<file path="config.mk">
export PLATFORM = sky130hd
export DESIGN_NAME = clock_set_controller
export DESIGN_NICKNAME = d
export VERILOG_FILES = /design/src/rtl/clock_set_controller.sv
export SDC_FILE = /design/constraint.sdc
export NUM_CORES = 1
export LEC_CHECK = 0
export ABC_CLOCK_PERIOD_IN_PS = 1430
export BUFFER_PORTS_ARGS = -buffer_cell sky130_fd_sc_hd__buf_2
export CAP_MARGIN = 20
export CORE_UTILIZATION = 53
export CTS_BUF_LIST = sky130_fd_sc_hd__clkbuf_16
export DETAILED_ROUTE_END_ITERATION = 10
export PLACE_DENSITY = 0.73
export SYNTH_ARGS = -nofsm -noshare
export SYNTH_HDL_FRONTEND = slang
export SYNTH_SLANG_ARGS = --single-unit
export TNS_END_PERCENT = 1
</file>
<file path="constraint.sdc">
create_clock -name clk -period 1.43 [get_ports clk]
set_input_delay 0.3575 -clock clk [delete_from_list [all_inputs] [get_ports clk]]
set_output_delay 0.3575 -clock clk [all_outputs]
set_load 0.02 [all_outputs]
</file>
<file path="src/rtl/clock_set_controller.sv">
// clock_set_controller: debounced front-panel mode FSM driving clock enable, adjust pulses and blink masks.
// Defining CLKCTRL_AUTOREPEAT_EN adds auto-repeat of a held inc/inc10 button in the SET states.
module clock_set_controller #(
    parameter int DEBOUNCE_CYC  = 20,
    parameter int TIMEOUT_CYC   = 1000,
    parameter int BLINK_HALF    = 25,
    parameter int REPEAT_DELAY  = 50,
    parameter int REPEAT_PERIOD = 10
) (
    input  logic       clk,
    input  logic       rst,
    input  logic       btn_mode,
    input  logic       btn_inc,
    input  logic       btn_inc10,
    output logic       clk_en,
    output logic       adjust_hour,
    output logic       adjust_minute,
    output logic       adjust_minute_10,
    output logic [1:0] mode,
    output logic       blink_hour,
    output logic       blink_min
);
    typedef enum logic [1:0] {RUN = 2'b00, SET_HOUR = 2'b01, SET_MIN = 2'b10} state_t;
    localparam int DW = $clog2(DEBOUNCE_CYC + 1);
    localparam int TW = $clog2(TIMEOUT_CYC + 1);
    localparam int BW = $clog2(BLINK_HALF + 1);
    if (REPEAT_PERIOD < 1 || REPEAT_PERIOD > REPEAT_DELAY) begin : g_bad_repeat
        $error("REPEAT_PERIOD must lie in 1..REPEAT_DELAY");
    end
    state_t state_q, state_d;
    logic [2:0] sync1_q, sync2_q, deb_q, deb_d, deb_dly_q, press;
    logic [DW-1:0] db_cnt_q [3];
    logic [DW-1:0] db_cnt_d [3];
    logic [TW-1:0] idle_q, idle_d;
    logic [BW-1:0] blink_cnt_q, blink_cnt_d;
    logic phase_q, phase_d, clk_en_q, clk_en_d;
    logic adj_hour_q, adj_hour_d, adj_min_q, adj_min_d, adj_min10_q, adj_min10_d;
    logic fire, fire_m, fire10, timeout, enter;
    // bit 0 = mode, bit 1 = inc, bit 2 = inc10
    assign press = deb_q & ~deb_dly_q;
    always_comb begin
        deb_d = deb_q;
        for (int i = 0; i < 3; i++) begin
            db_cnt_d[i] = '0;
            if (sync2_q[i] != deb_q[i]) begin
                if (db_cnt_q[i] == DW'(DEBOUNCE_CYC - 1)) deb_d[i] = sync2_q[i];
                else db_cnt_d[i] = db_cnt_q[i] + DW'(1);
            end
        end
    end
`ifdef CLKCTRL_AUTOREPEAT_EN
    localparam int RW = $clog2(REPEAT_DELAY + 1);
    logic [RW-1:0] rep_q, rep_d;
    logic held, act_press;
    assign held = (state_q == SET_HOUR) ? deb_q[1] : (state_q == SET_MIN) ? |deb_q[2:1] : 1'b0;
    assign act_press = !press[0] && ((state_q == SET_HOUR) ? press[1] : (state_q == SET_MIN) && |press[2:1]);
    assign fire = held && rep_q == RW'(REPEAT_DELAY);
    // rep_q counts cycles since the initiating press; zero means no repeat pending
    always_comb begin
        rep_d = (state_d != state_q || !held) ? '0 :
                act_press ? RW'(1) :
                fire ? RW'(REPEAT_DELAY - REPEAT_PERIOD + 1) :
                (rep_q != '0) ? rep_q + RW'(1) : '0;
    end
    always_ff @(posedge clk or posedge rst) begin
        if (rst) rep_q <= '0;
        else rep_q <= rep_d;
    end
`else
    assign fire = 1'b0;
`endif
    assign fire10 = fire && state_q == SET_MIN && deb_q[2];
    assign fire_m = fire && state_q == SET_MIN && !deb_q[2];
    always_comb begin
        adj_hour_d  = state_q == SET_HOUR && !press[0] && (press[1] || fire);
        adj_min10_d = state_q == SET_MIN && !press[0] && (press[2] || fire10);
        adj_min_d   = state_q == SET_MIN && !press[0] && !adj_min10_d && (press[1] || fire_m);
        timeout     = state_q != RUN && idle_q == TW'(TIMEOUT_CYC - 1) && !(|press) && !fire;
        state_d     = press[0] ? ((state_q == RUN) ? SET_HOUR : (state_q == SET_HOUR) ? SET_MIN : RUN) :
                      timeout ? RUN : state_q;
        enter       = state_d != state_q && state_d != RUN;
        idle_d      = (state_d == RUN || enter || |press || fire) ? '0 : idle_q + TW'(1);
        blink_cnt_d = (enter || blink_cnt_q == BW'(BLINK_HALF - 1)) ? '0 : blink_cnt_q + BW'(1);
        phase_d     = enter ? 1'b1 : (blink_cnt_q == BW'(BLINK_HALF - 1)) ? !phase_q : phase_q;
        clk_en_d    = state_d == RUN;
    end
    always_ff @(posedge clk or posedge rst) begin
        if (rst) begin
            sync1_q     <= '0;
            sync2_q     <= '0;
            deb_q       <= '0;
            deb_dly_q   <= '0;
            db_cnt_q    <= '{default: '0};
            state_q     <= RUN;
            idle_q      <= '0;
            blink_cnt_q <= '0;
            phase_q     <= 1'b0;
            clk_en_q    <= 1'b0;
            adj_hour_q  <= 1'b0;
            adj_min_q   <= 1'b0;
            adj_min10_q <= 1'b0;
        end else begin
            sync1_q     <= {btn_inc10, btn_inc, btn_mode};
            sync2_q     <= sync1_q;
            deb_q       <= deb_d;
            deb_dly_q   <= deb_q;
            db_cnt_q    <= db_cnt_d;
            state_q     <= state_d;
            idle_q      <= idle_d;
            blink_cnt_q <= blink_cnt_d;
            phase_q     <= phase_d;
            clk_en_q    <= clk_en_d;
            adj_hour_q  <= adj_hour_d;
            adj_min_q   <= adj_min_d;
            adj_min10_q <= adj_min10_d;
        end
    end
    assign clk_en           = clk_en_q;
    assign adjust_hour      = adj_hour_q;
    assign adjust_minute    = adj_min_q;
    assign adjust_minute_10 = adj_min10_q;
    assign mode             = state_q;
    assign blink_hour       = phase_q && state_q == SET_HOUR;
    assign blink_min        = phase_q && state_q == SET_MIN;
endmodule

</file>
=== Word level (Yosys, flattened, before mapping) ===
Cells that the tools add are included.

* Add/subtract/negate cells: 5
* Equal/unequal tests: 11
* Muxes and demuxes: 14
* Bitwise operators: 2
* Reductions and logical operators: 27

{| class="wikitable"
|+ Operator list
! kind !! count
|-
| $mux 5 || 7
|-
| $add 5x1->5 const B || 4
|-
| $eq 5x5->1 const B || 4
|-
| $logic_and 1x1->1 || 11
|-
| $add 10x1->10 const B || 1
|-
| $eq 10x10->1 const B || 1
|-
| $mux 10 || 1
|-
| $mux 2 || 4
|-
| $reduce_and 2->1 || 3
|-
| $reduce_bool 2->1 || 3
|-
| $logic_not 1->1 || 4
|-
| $logic_not 2->1 || 2
|-
| $and 3x3->3 || 1
|-
| $logic_or 1x1->1 || 3
|-
| $ne 1x1->1 || 3
|-
| $not 3->3 || 1
|-
| $reduce_or 3->1 || 1
|-
| $eq 2x1->1 const B || 1
|-
| $eq 2x2->1 const B || 1
|-
| $mux 1 || 2
|-
| $ne 2x2->1 || 1
|}

* Register bits after elaboration: 49
* Input bits: 5
* Output and inout bits: 8
* Word-level logic and storage cells: 76

=== Longest topological paths before layout ===
Gate-level depths: netlist of the first run.

* Depth in word-level cells: 12
* Gate-level depth with buffers: 5
* Mapped depth without buffers: 5

=== Least setup slack after synthesis of the first run ===
OpenSTA, ideal clock, no wires.

* Kind: register to register
* From: register idle_q[0]
* To: register state_q[0] (netlist: mode[0])
* Setup time: 125 ps
* Arrival: 1387 ps
* Required time: 1305 ps
* Path slack: -82 ps
* Stages on the path, launching flop included: 6
* Cell sequence: dfrtp_1 -> ha_1 -> nand4_2 -> nor4_2 -> a21oi_1 -> mux2_4

* Longest elaborated chain between the ends: 5

{| class="wikitable"
|+ RTL lines
! what !! RTL line !! RTL
|-
| from (decl) || 34 || <nowiki>logic [TW-1:0] idle_q, idle_d;</nowiki>
|-
| from (signal assigned) || 109 || <nowiki>idle_q <= idle_d;</nowiki>
|-
| $eq 10x10->1 || 78 || <nowiki>timeout = state_q != RUN && idle_q == TW'(TIMEOUT_CYC - 1) && !(|press) && !fire;</nowiki>
|-
| $logic_and 1x1->1 (2 in series) || 78 ||
|-
| $mux 2 || 80 || <nowiki>timeout ? RUN : state_q;</nowiki>
|-
| $mux 2 || 79 || <nowiki>state_d = press[0] ? ((state_q == RUN) ? SET_HOUR : (state_q == SET_HOUR) ? SET_MIN : RUN) :</nowiki>
|-
| net state_d[0] || 30 || <nowiki>state_t state_q, state_d;</nowiki>
|-
| to (signal assigned) || 108 || <nowiki>state_q <= state_d;</nowiki>
|-
| to (decl) || 30 ||
|}

The timed path passes the listed nets, and every way through them passes these cells.
A chain may end at the register's enable or synchronous reset.

=== Final worst setup path of the first run ===
* From: register idle_q[1]
* To: register idle_q[1]

* Longest elaborated chain between the ends: 10
* Elaborated cells between the ends (all ways): 13
* Classes of those cells: add/sub: 1; eq/ne: 2; mux: 3; reduce/logical: 7

{| class="wikitable"
|+ RTL lines
! what !! RTL line !! RTL
|-
| $eq 10x10->1 || 78 ||
|-
| $logic_and 1x1->1 (2 in series) || 78 ||
|-
| $mux 2 || 80 ||
|-
| $mux 2 || 79 ||
|-
| $ne 2x2->1 or $reduce_bool 2->1 (tied branches) || 81 || <nowiki>enter = state_d != state_q && state_d != RUN;</nowiki>
|-
| $logic_and 1x1->1 || 81 ||
|-
| $logic_or 1x1->1 (2 in series) || 82 || <nowiki>idle_d = (state_d == RUN || enter || |press || fire) ? '0 : idle_q + TW'(1);</nowiki>
|-
| $mux 10 (*) || 82 ||
|-
| net idle_d[1] || 34 ||
|}

The timed path passes the listed nets; every way through them passes the cells marked *.

==> results_dict.tcl, run 1 <==
set metrics [dict create \
    outcome "complete, but fails checks" \
    failed_checks "setup timing" \
    crit_buf_inv 0 \
    grt_pass1_vias 1539 \
    drive_above_1_share_pct 29.3 \
    ys_ff_latch 49 \
    drt_iter0_drc 79 \
    met3WireLength_um 89 \
    final_hold_viol_count 0 \
    synth.net_count 195 \
    clock_latency_ns 0.28 \
    dieWidth_um 64.8 \
    worstPathArrival_ns 1.73 \
    grt_pass1_wl_um 6660 \
    gp_congestion 0.772 \
    max_cap_viol_count 0 \
    hpwlAfterDp_um 2420 \
    cts-root-buf "clkbuf_16" \
    period_share_pct 109 \
    fin_tns_setup_ns -1.15 \
    tritoncts "built" \
    start_util_pct 56.2 \
    path_class "register to register" \
    cts_made_buffers 5 \
    powerDensity_nw_per_um2 1140 \
    vias 1408 \
    vias_per_cell 5.16 \
    final_common_cell "dfrtp_1" \
    rsz0062_at_grt "yes" \
    max_stage_delay_ns 0.59 \
    design_area_um2 2650 \
    crit_fanout 3 \
    nets 235 \
    wl_per_cell_um 13.5 \
    whs_ns 0.122 \
    crit_required_ns 1.60 \
    vdd_drop_max_mv 0.846 \
    clk_pin_slew_ns 0.06 \
    layout_common_cells "dfrtp_1 (48), nor2_1 (28), buf_4 (19), xnor2_1 (12), inv_1 (11)" \
    antenna_found_initial 0 \
    path_delay_family "simple AND/OR/NAND/NOR gates" \
    tightest_slew_ns 0.493 \
    crit_path_top_delay_cell "or4_4" \
    syn2layout_area_growth_pct 26.8 \
    syn_area_um2 2090 \
    antenna_left 0 \
    cp-start-kind "register" \
    drc_errors 0 \
    fmax_ghz 0.644 \
    fp.coreArea_um2 3720 \
    dpl_cell_area_um2 2330 \
    drv_slew 0 \
    cp_cell_sequence "ha_4 -> nand4_4 -> or4_4 -> and3_4" \
    place_ws_ns -0.0920 \
    grt_use_total_pct 20.6 \
    ys_seq_area_share_pct 58.7 \
    wl_met1_um 1610 \
    highest_layer "met4" \
    row_count 22 \
    fin_ws_ns -0.123 \
    synth_cells 184 \
    hp-class "primary input to asynchronous set/reset pin" \
    dr_wl_met2_um 1970 \
    syn_avg_cell_area_um2 11.3 \
    wirelength_um 3690 \
    gr-total-overflow 0 \
    leakagePower_nw 1.20 \
    synth_cell_types 30 \
    grt_max_degree 50 \
    slew_headroom_pct 66.9 \
    cts_max_level 2 \
    io_pins 13 \
    endpoint_kind "register" \
    synth_warnings 0 \
    die_area_um2 4200 \
    die_h_um 64.8 \
    diodes 0 \
    cts_buffer_depth 2 \
    clock-sinks 49 \
    p_total_mw 3.00 \
    fin_crit_ns 1.55 \
    io_buffers 12 \
    setup_viol 14 \
    dr.pass1.iters 5 \
    clock-skew-final_ns 0.00526 \
]
-- per-stage QoR --
step / util [%] / instances
detailed placement: 62.7 / 258
CTS: 69.3 / 272
floorplan: - / 184
global placement: 62.7 / 258
finish: 71.2 / 273
global route: 71.2 / 273
-- final timing paths --
kind                                      start               endpoint  slack [ns]  cells after the start
min reg2reg                sync1_q[0]$_DFF_PP0_   sync2_q[0]$_DFF_PP0_        0.35                      0
min                                         rst  db_cnt_q[0]$_DFF_PP0_        0.12                      3
max reg2reg                 idle_q[1]$_DFF_PP0_    idle_q[1]$_DFF_PP0_       -0.12                      4
max in group asynchronous                   rst      mode[1]$_DFF_PP0_        1.06                      3
min in group clk                        btn_inc   sync1_q[1]$_DFF_PP0_        0.18                      1
max                         idle_q[1]$_DFF_PP0_    idle_q[1]$_DFF_PP0_       -0.12                      4
-- worst reg2reg max path: stages, from the launching register on --
cell     delay, ns
dfrtp_1       0.40
ha_4          0.17
nand4_4       0.10
or4_4         0.59
and3_4        0.19
-- where the power goes --
group / total, mW / leakage [nW] / switching, mW / internal [mW]
Clock: 1.09 / 0.0724 / 0.453 / 0.634
Combinational: 0.322 / 0.484 / 0.172 / 0.149
Sequential: 1.60 / 0.643 / 0.0916 / 1.50
Total: 3.00 / 1.20 / 0.717 / 2.29
-- per-layer routing --
metal	vias up	GRT usage, %
met5	-	0
met4	0	5.83
met3	3	3.87
met2	22	37.0
met1	693	25.1
li1	690	-
-- kinds of logic (layout without fill, tap and decap cells) --
kind of cell | count (synthesis) | count (layout) | share of synthesized area, %
and+or+nand+nor | 81 | 81 | 20.7
DFF | 49 | 49 | 58.7
xor gates and xnor gates | 19 | 19 | 7.97
AOI/OAI and AO/OA | 12 | 12 | 3.30
buffers and inverters | 10 | 51 | 1.80
muxes | 7 | 7 | 3.89
adders and majority gates | 6 | 6 | 3.59
-- cells in the mapped netlist, drive strengths merged --
cell | number | area (µm²)
a21oi | 3 | 15.0
a22o | 1 | 8.76
a22oi | 2 | 15.0
and2 | 1 | 6.26
and3 | 2 | 12.5
dfrtp | 49 | 1230
ha | 6 | 75.1
inv | 10 | 37.5
mux2 | 6 | 71.3
mux2i | 1 | 10.0
nand2 | 11 | 43.8
nand2b | 5 | 31.3
nand3 | 10 | 55.1
nand3b | 1 | 7.51
nand4 | 1 | 12.5
nand4b | 1 | 8.76
nor2 | 31 | 116
nor2b | 6 | 37.5
nor3 | 6 | 35.0
nor3b | 2 | 15.0
nor4 | 2 | 25.0
nor4b | 1 | 15.0
o21ai | 6 | 30.0
or4 | 1 | 11.3
xnor2 | 12 | 105
xor2 | 7 | 61.3
-- flip-flops by register name, indices dropped and copies added, names as in the netlist --
register	count
db_cnt_q	15
idle_q	10
blink_cnt_q	5
deb_dly_q	3
deb_q	3
sync1_q	3
sync2_q	3
mode	2
adjust_hour	1
adjust_minute	1
adjust_minute_10	1
clk_en	1
phase_q	1
-- final cells by class --
| cell class | count | area [µm²] |
|---|---|---|
| Sequential cell | 49 | 1230 |
| Fill cell | 259 | 1070 |
| Multi-Input combinational cell | 125 | 926 |
| Timing Repair Buffer | 33 | 253 |
| Clock buffer | 5 | 125 |
| Tap cell | 48 | 60.1 |
| Inverter | 10 | 41.3 |
| Clock inverter | 3 | 15.0 |
-- repair_timing --
action / in CTS / in global routing
setup buffers: 6 / 1
hold endpoints to repair: 0 / 0
setup endpoints to repair: 13 / 18
gates resized for setup: 14 / 13
hold buffers: 0 / 0
pin swaps: 7 / 4
Note: power is estimated with default switching activity, not from simulation.
==> inputs of run 2 (changes only) <==
ABC_CLOCK_PERIOD_IN_PS = 1400   (was 1430)
CORE_ASPECT_RATIO = 0.9   (was default)
clock period = 1.4 ns   (was 1.43 ns; I/O delays follow)
==> run 2 against run 1 <==
  * The flow still finishes with violations (setup timing)
  * Clock-buffer cell count unchanged
  * Global-route usage rose by 2.0 points
  * First-iteration DRC count is 5.1% lower
  * Hold slack worse by 0.031 ns
  * Non-clock buffer count increased by 1
  * Register-to-register slack is essentially flat
  * Via count grew 3.8%
  * Sequential cell count unchanged
  * Largest power group unchanged
  * Critical path type unchanged
  * Sequential share of layout area shrank 1.0 points
==> results_dict.tcl, run 2 (same netlist as run 1, synthesis figures left out) <==
set metrics [dict create \
    outcome "complete, but fails checks" \
    failed_checks "setup timing" \
    cts_max_level 2 \
    drv_slew 0 \
    drc_errors 0 \
    wl_per_cell_um 15.0 \
    top_regs "db_cnt_q x15, idle_q x10, blink_cnt_q x5" \
    gp_congestion 0.796 \
    largest_register_ffs 15 \
    use_met1_pct 24.7 \
    grt_util_met3_pct 6.85 \
    start_util_pct 55.6 \
    io_pins 13 \
    grt_pass1_wl_um 6620 \
    clk_pin_slew_ns 0.06 \
    tightest_slew_ns 0.487 \
    final_hold_viol_count 0 \
    gr-total-overflow 0 \
    leakagePower_nw 1.23 \
    clock-sinks 49 \
    fin_crit_ns 1.53 \
    vias_per_cell 5.38 \
    powerDensity_nw_per_um2 1290 \
    setup_viol 14 \
    cp-start-kind "register" \
    drive_above_1_share_pct 30.5 \
    grt_pass1_vias 1511 \
    worstRegToRegCells 5 \
    comb_power_share_pct 9.7 \
    max_cap_viol_count 0 \
    clock-skew-final_ns 0.00673 \
    endpoint_kind "register" \
    cts-root-buf "clkbuf_16" \
    crit_path_top_delay_cell "or4_4" \
    path_delay_family "simple AND/OR/NAND/NOR gates" \
    dpl_cell_area_um2 2370 \
    power.switching_mw 0.771 \
    rsz0062_at_grt "yes" \
    vias 1462 \
    wirelength_um 4070 \
    worstPathArrival_ns 1.69 \
    io_buffers 12 \
    max_stage_delay_ns 0.53 \
    design_area_um2 2710 \
    clock_latency_ns 0.29 \
    final_common_cell "dfrtp_1" \
    swShare_pct 22.1 \
    p_seq_share_pct 46.6 \
    p_int_mw 2.72 \
    antenna_left 0 \
    hpwlAfterDp_um 2730 \
    met2_usage_pct 39.8 \
    ctsHoldBuffers 0 \
    reg2reg_slack_ns -0.13 \
    grt_busiest_layer "met2" \
    vdd_drop_max_mv 0.938 \
    layout_common_cells "dfrtp_1 (47), nor2_1 (29), buf_4 (19), xnor2_1 (12), nand2_1 (10)" \
    fmax_ghz 0.656 \
    grt_max_degree 21 \
    crit_fanout 8 \
    period_share_pct 109 \
    cts_buffer_depth 2 \
    cts_made_buffers 5 \
    die_h_um 61.6 \
    hp-class "primary input to asynchronous set/reset pin" \
    fp.coreArea_um2 3760 \
    clock_power_share_pct 43.7 \
    slew_headroom_pct 67.5 \
    nets 236 \
    cp_cell_sequence "ha_4 -> nand4_4 -> or4_4 -> nand2_4 -> nor2_1" \
    fin_ws_ns -0.125 \
    crit_buf_inv 0 \
    die_area_um2 4200 \
    antenna_found_initial 0 \
    p_total_mw 3.49 \
    reg2reg_to "idle_q[4]$_DFF_PP0_" \
    row_count 21 \
    crit_required_ns 1.57 \
    max_flop_register "db_cnt_q" \
    rr_startpoint "idle_q[0]$_DFF_PP0_" \
    dr.pass1.iters 4 \
    dieWidth_um 68.2 \
    path_class "register to register" \
    drt_iter0_drc 75 \
    syn2layout_area_growth_pct 29.7 \
    tritoncts "built" \
    grt_use_total_pct 22.6 \
    diodes 0 \
]
run 2: area by class of cell:
class,instances,area (µm²)
inverter,10,41.3
clock buffer,5,125
tap,46,57.6
timing repair buffer,34,273
sequential,49,1230
multi-input combinational,125,915
clock inverter,3,68.8
fill,260,1050
run 2: metal layers:
| layer | vias to the layer above | wire length [µm] |
|---|---|---|
| met5 | - | 0 |
| met4 | 0 | 121 |
| met3 | 14 | 112 |
| met2 | 33 | 2190 |
| met1 | 719 | 1650 |
| li1 | 696 | - |
run 2: worst max-delay path by stage:
stage,from,endpoint,slack (ns),depth (start not counted)
floorplan,idle_q[0]$_DFF_PP0_,mode[0]$_DFF_PP0_,-0.11,5
global placement,idle_q[0]$_DFF_PP0_,idle_q[8]$_DFF_PP0_,-0.04,5
detailed placement,idle_q[0]$_DFF_PP0_,idle_q[4]$_DFF_PP0_,-0.11,5
CTS,mode[1]$_DFF_PP0_,blink_hour,-0.09,3
global route,idle_q[0]$_DFF_PP0_,idle_q[4]$_DFF_PP0_,-0.16,5
finish,idle_q[0]$_DFF_PP0_,idle_q[4]$_DFF_PP0_,-0.13,5
run 2: stage by stage:
stage	std cells	hold slack [ns]	setup slack, ns	TNS, ns	utilization, %
after detailed placement	260	0.336	-0.114	-1.09	63.1
after global placement	260	0.335	-0.0354	-0.264	63.1
after CTS	272	0.102	-0.0914	-0.818	71.3
after floorplan	184	0.331	-0.112	-1.06	-
final	272	0.0917	-0.125	-1.25	72.1
after global routing	272	0.123	-0.156	-1.85	72.1
run 2: power by group through the flow:
stage          clock network (mW)  logic (mW)  registers [mW]
2_1_floorplan                   0       0.247            1.63
3_3_place_gp                    0       0.303            1.64
3_5_place_dp                    0       0.328            1.65
4_1_cts                      1.56       0.342            1.63
5_1_grt                      1.62       0.395            1.64
6_report                     1.53       0.338            1.63
run 2: repair_timing:
action	4_1_cts	5_1_grt
setup endpoints to repair	16	24
gates resized for setup	18	8
buffers inserted	4	0
pin swaps	7	0
==> inputs of run 3 (changes only) <==
CTS_CLUSTER_SIZE = 16   (was default)
SETUP_SLACK_MARGIN = 0.1   (was default)
==> run 3 against run 2 <==
  * The flow still finishes with violations (setup timing)
  * First-iteration DRC count is 15% lower
  * Sequential cell count stayed put
  * Maximum frequency is 1.0% higher
  * Sequential share of layout area is 1.0 points lower
  * Register-to-register slack better by 0.02 ns
  * Global-route usage is 0.080 points higher
  * Routed wire length is 1.3% higher
  * Clock-buffer cell count stayed put
  * Via count is 3.1% higher
  * Critical path type unchanged
==> results_dict.tcl, run 3 (same netlist as run 1, synthesis figures left out) <==
set metrics [dict create \
    max_flop_register "db_cnt_q" \
    final_util_pct 73.7 \
    crit_fanout 8 \
    wl_per_cell_um 15.0 \
    failed_checks "setup timing" \
    clk_pin_slew_ns 0.06 \
    vdd_drop_max_mv 0.968 \
    antenna_found_initial 0 \
    vias 1508 \
    clock_latency_ns 0.29 \
    hp-class "primary input to asynchronous set/reset pin" \
    slew_headroom_pct 67.6 \
    place_ws_ns -0.114 \
    multi_input_area_um2 957 \
    grt_pass1_vias 1527 \
    tritoncts "built" \
    fmax_ghz 0.662 \
    reg2reg_to "idle_q[6]$_DFF_PP0_" \
    powerDensity_nw_per_um2 1270 \
    setup_viol 13 \
    grt_pass1_wl_um 6640 \
    gp_congestion 0.796 \
    dr.pass1.iters 4 \
    cts_max_level 2 \
    max_stage_delay_ns 0.54 \
    diodes 0 \
    tightest_slew_ns 0.486 \
    nets 238 \
    ctsHoldBuffers 0 \
    clock-skew-final_ns 0.00500 \
    nFillCells 240 \
    antenna_left 0 \
    cts_made_buffers 5 \
    period_share_pct 108 \
    reg2reg_slack_ns -0.11 \
    dieWidth_um 68.2 \
    cp-start-kind "register" \
    crit_path_top_delay_cell "or4_4" \
    top_regs "db_cnt_q x15, idle_q x10, blink_cnt_q x5" \
    worstRegToRegCells 5 \
    crit_buf_inv 0 \
    largest_register_ffs 15 \
    fin_crit_ns 1.51 \
    path_delay_family "simple AND/OR/NAND/NOR gates" \
    final_common_cell "dfrtp_1" \
    leakagePower_nw 1.24 \
    drc_errors 0 \
    grt_use_total_pct 22.7 \
    drive_above_1_share_pct 33.3 \
    vias_per_cell 5.50 \
    seq_area_um2 1230 \
    row_count 21 \
    gr-total-overflow 0 \
    cp_cell_sequence "ha_4 -> nand4_4 -> or4_4 -> nand2_4 -> nor2_1" \
    rsz0062_at_grt "yes" \
    endpoint_kind "register" \
    io_pins 13 \
    io_buffers 12 \
    final_hold_viol_count 0 \
    rr_startpoint "idle_q[1]$_DFF_PP0_" \
    wirelength_um 4120 \
    grt_max_degree 21 \
    start_util_pct 55.6 \
    cts-root-buf "clkbuf_16" \
    worstPathArrival_ns 1.68 \
    cts_buffer_depth 2 \
    outcome "complete, but fails checks" \
    syn2layout_area_growth_pct 32.5 \
    die_h_um 61.6 \
    drt_iter0_drc 64 \
    max_cap_viol_count 0 \
    path_class "register to register" \
    layout_common_cells "dfrtp_1 (48), nor2_1 (29), buf_4 (22), xnor2_1 (12), nand2_1 (10)" \
    die_area_um2 4200 \
    drv_slew 0 \
    clock-sinks 49 \
    hpwlAfterDp_um 2730 \
    crit_required_ns 1.57 \
    fin_ws_ns -0.110 \
    fp.coreArea_um2 3760 \
]
run 3: per-stage QoR:
stage	power [mW]	cells	cell area, µm²	TNS [ns]	hold slack (ns)
finish	3.51	274	2770	-1.10	0.0906
global route	3.67	274	2770	-1.76	0.118
detailed placement	1.98	260	2370	-1.09	0.336
global placement	1.95	260	2370	-0.264	0.335
CTS	3.53	274	2710	-0.789	0.102
floorplan	1.88	184	2090	-1.06	0.331
run 3: worst register-to-register path, stage by stage, from the launching register on:
cell	delay, ns
dfrtp_1	0.40
ha_4	0.17
nand4_4	0.10
or4_4	0.54
nand2_4	0.12
nor2_1	0.07
run 3: layout make-up:
cell class              instances  share of cell area [%]
repair buffers                 36                    10.5
multi-input cells             125                    34.6
well taps                      46                    2.08
clock buffers                   5                    4.52
inverters                      10                    1.49
clock inverters                 3                    2.49
flip-flops and latches         49                    44.3
run 3: repair_timing:
action	CTS	global route
cloned	0	0
setup endpoints to repair	19	28
gates resized for setup	21	16
pin swaps	5	7
buffers inserted	6	0
run 3: how the worst max path moves through the flow:
stage | startpoint | endpoint | slack, ns | depth (start not counted)
floorplan | idle_q[0]$_DFF_PP0_ | mode[0]$_DFF_PP0_ | -0.11 | 5
global placement | idle_q[0]$_DFF_PP0_ | idle_q[8]$_DFF_PP0_ | -0.04 | 5
detailed placement | idle_q[0]$_DFF_PP0_ | idle_q[4]$_DFF_PP0_ | -0.11 | 5
CTS | idle_q[0]$_DFF_PP0_ | idle_q[4]$_DFF_PP0_ | -0.08 | 5
global route | idle_q[1]$_DFF_PP0_ | idle_q[4]$_DFF_PP0_ | -0.14 | 5
finish | idle_q[1]$_DFF_PP0_ | idle_q[6]$_DFF_PP0_ | -0.11 | 5
run 3: metal layers:
metal | part of all wire [%] | track usage, % | vias to the layer above | routed length, µm
li1 | - | - | 698 | -
met1 | 38 | 24.0 | 760 | 1580
met2 | 55 | 39.4 | 34 | 2260
met3 | 4.3 | 8.15 | 16 | 178
met4 | 2.6 | 12.8 | 0 | 106
met5 | 0 | 0 | - | 0
run 3: where the power goes:
part	leakage (nW)	internal (mW)	switching [mW]	total [mW]
registers	0.643	1.54	0.0995	1.64
logic	0.502	0.165	0.183	0.349
clock network	0.0944	1.03	0.502	1.53
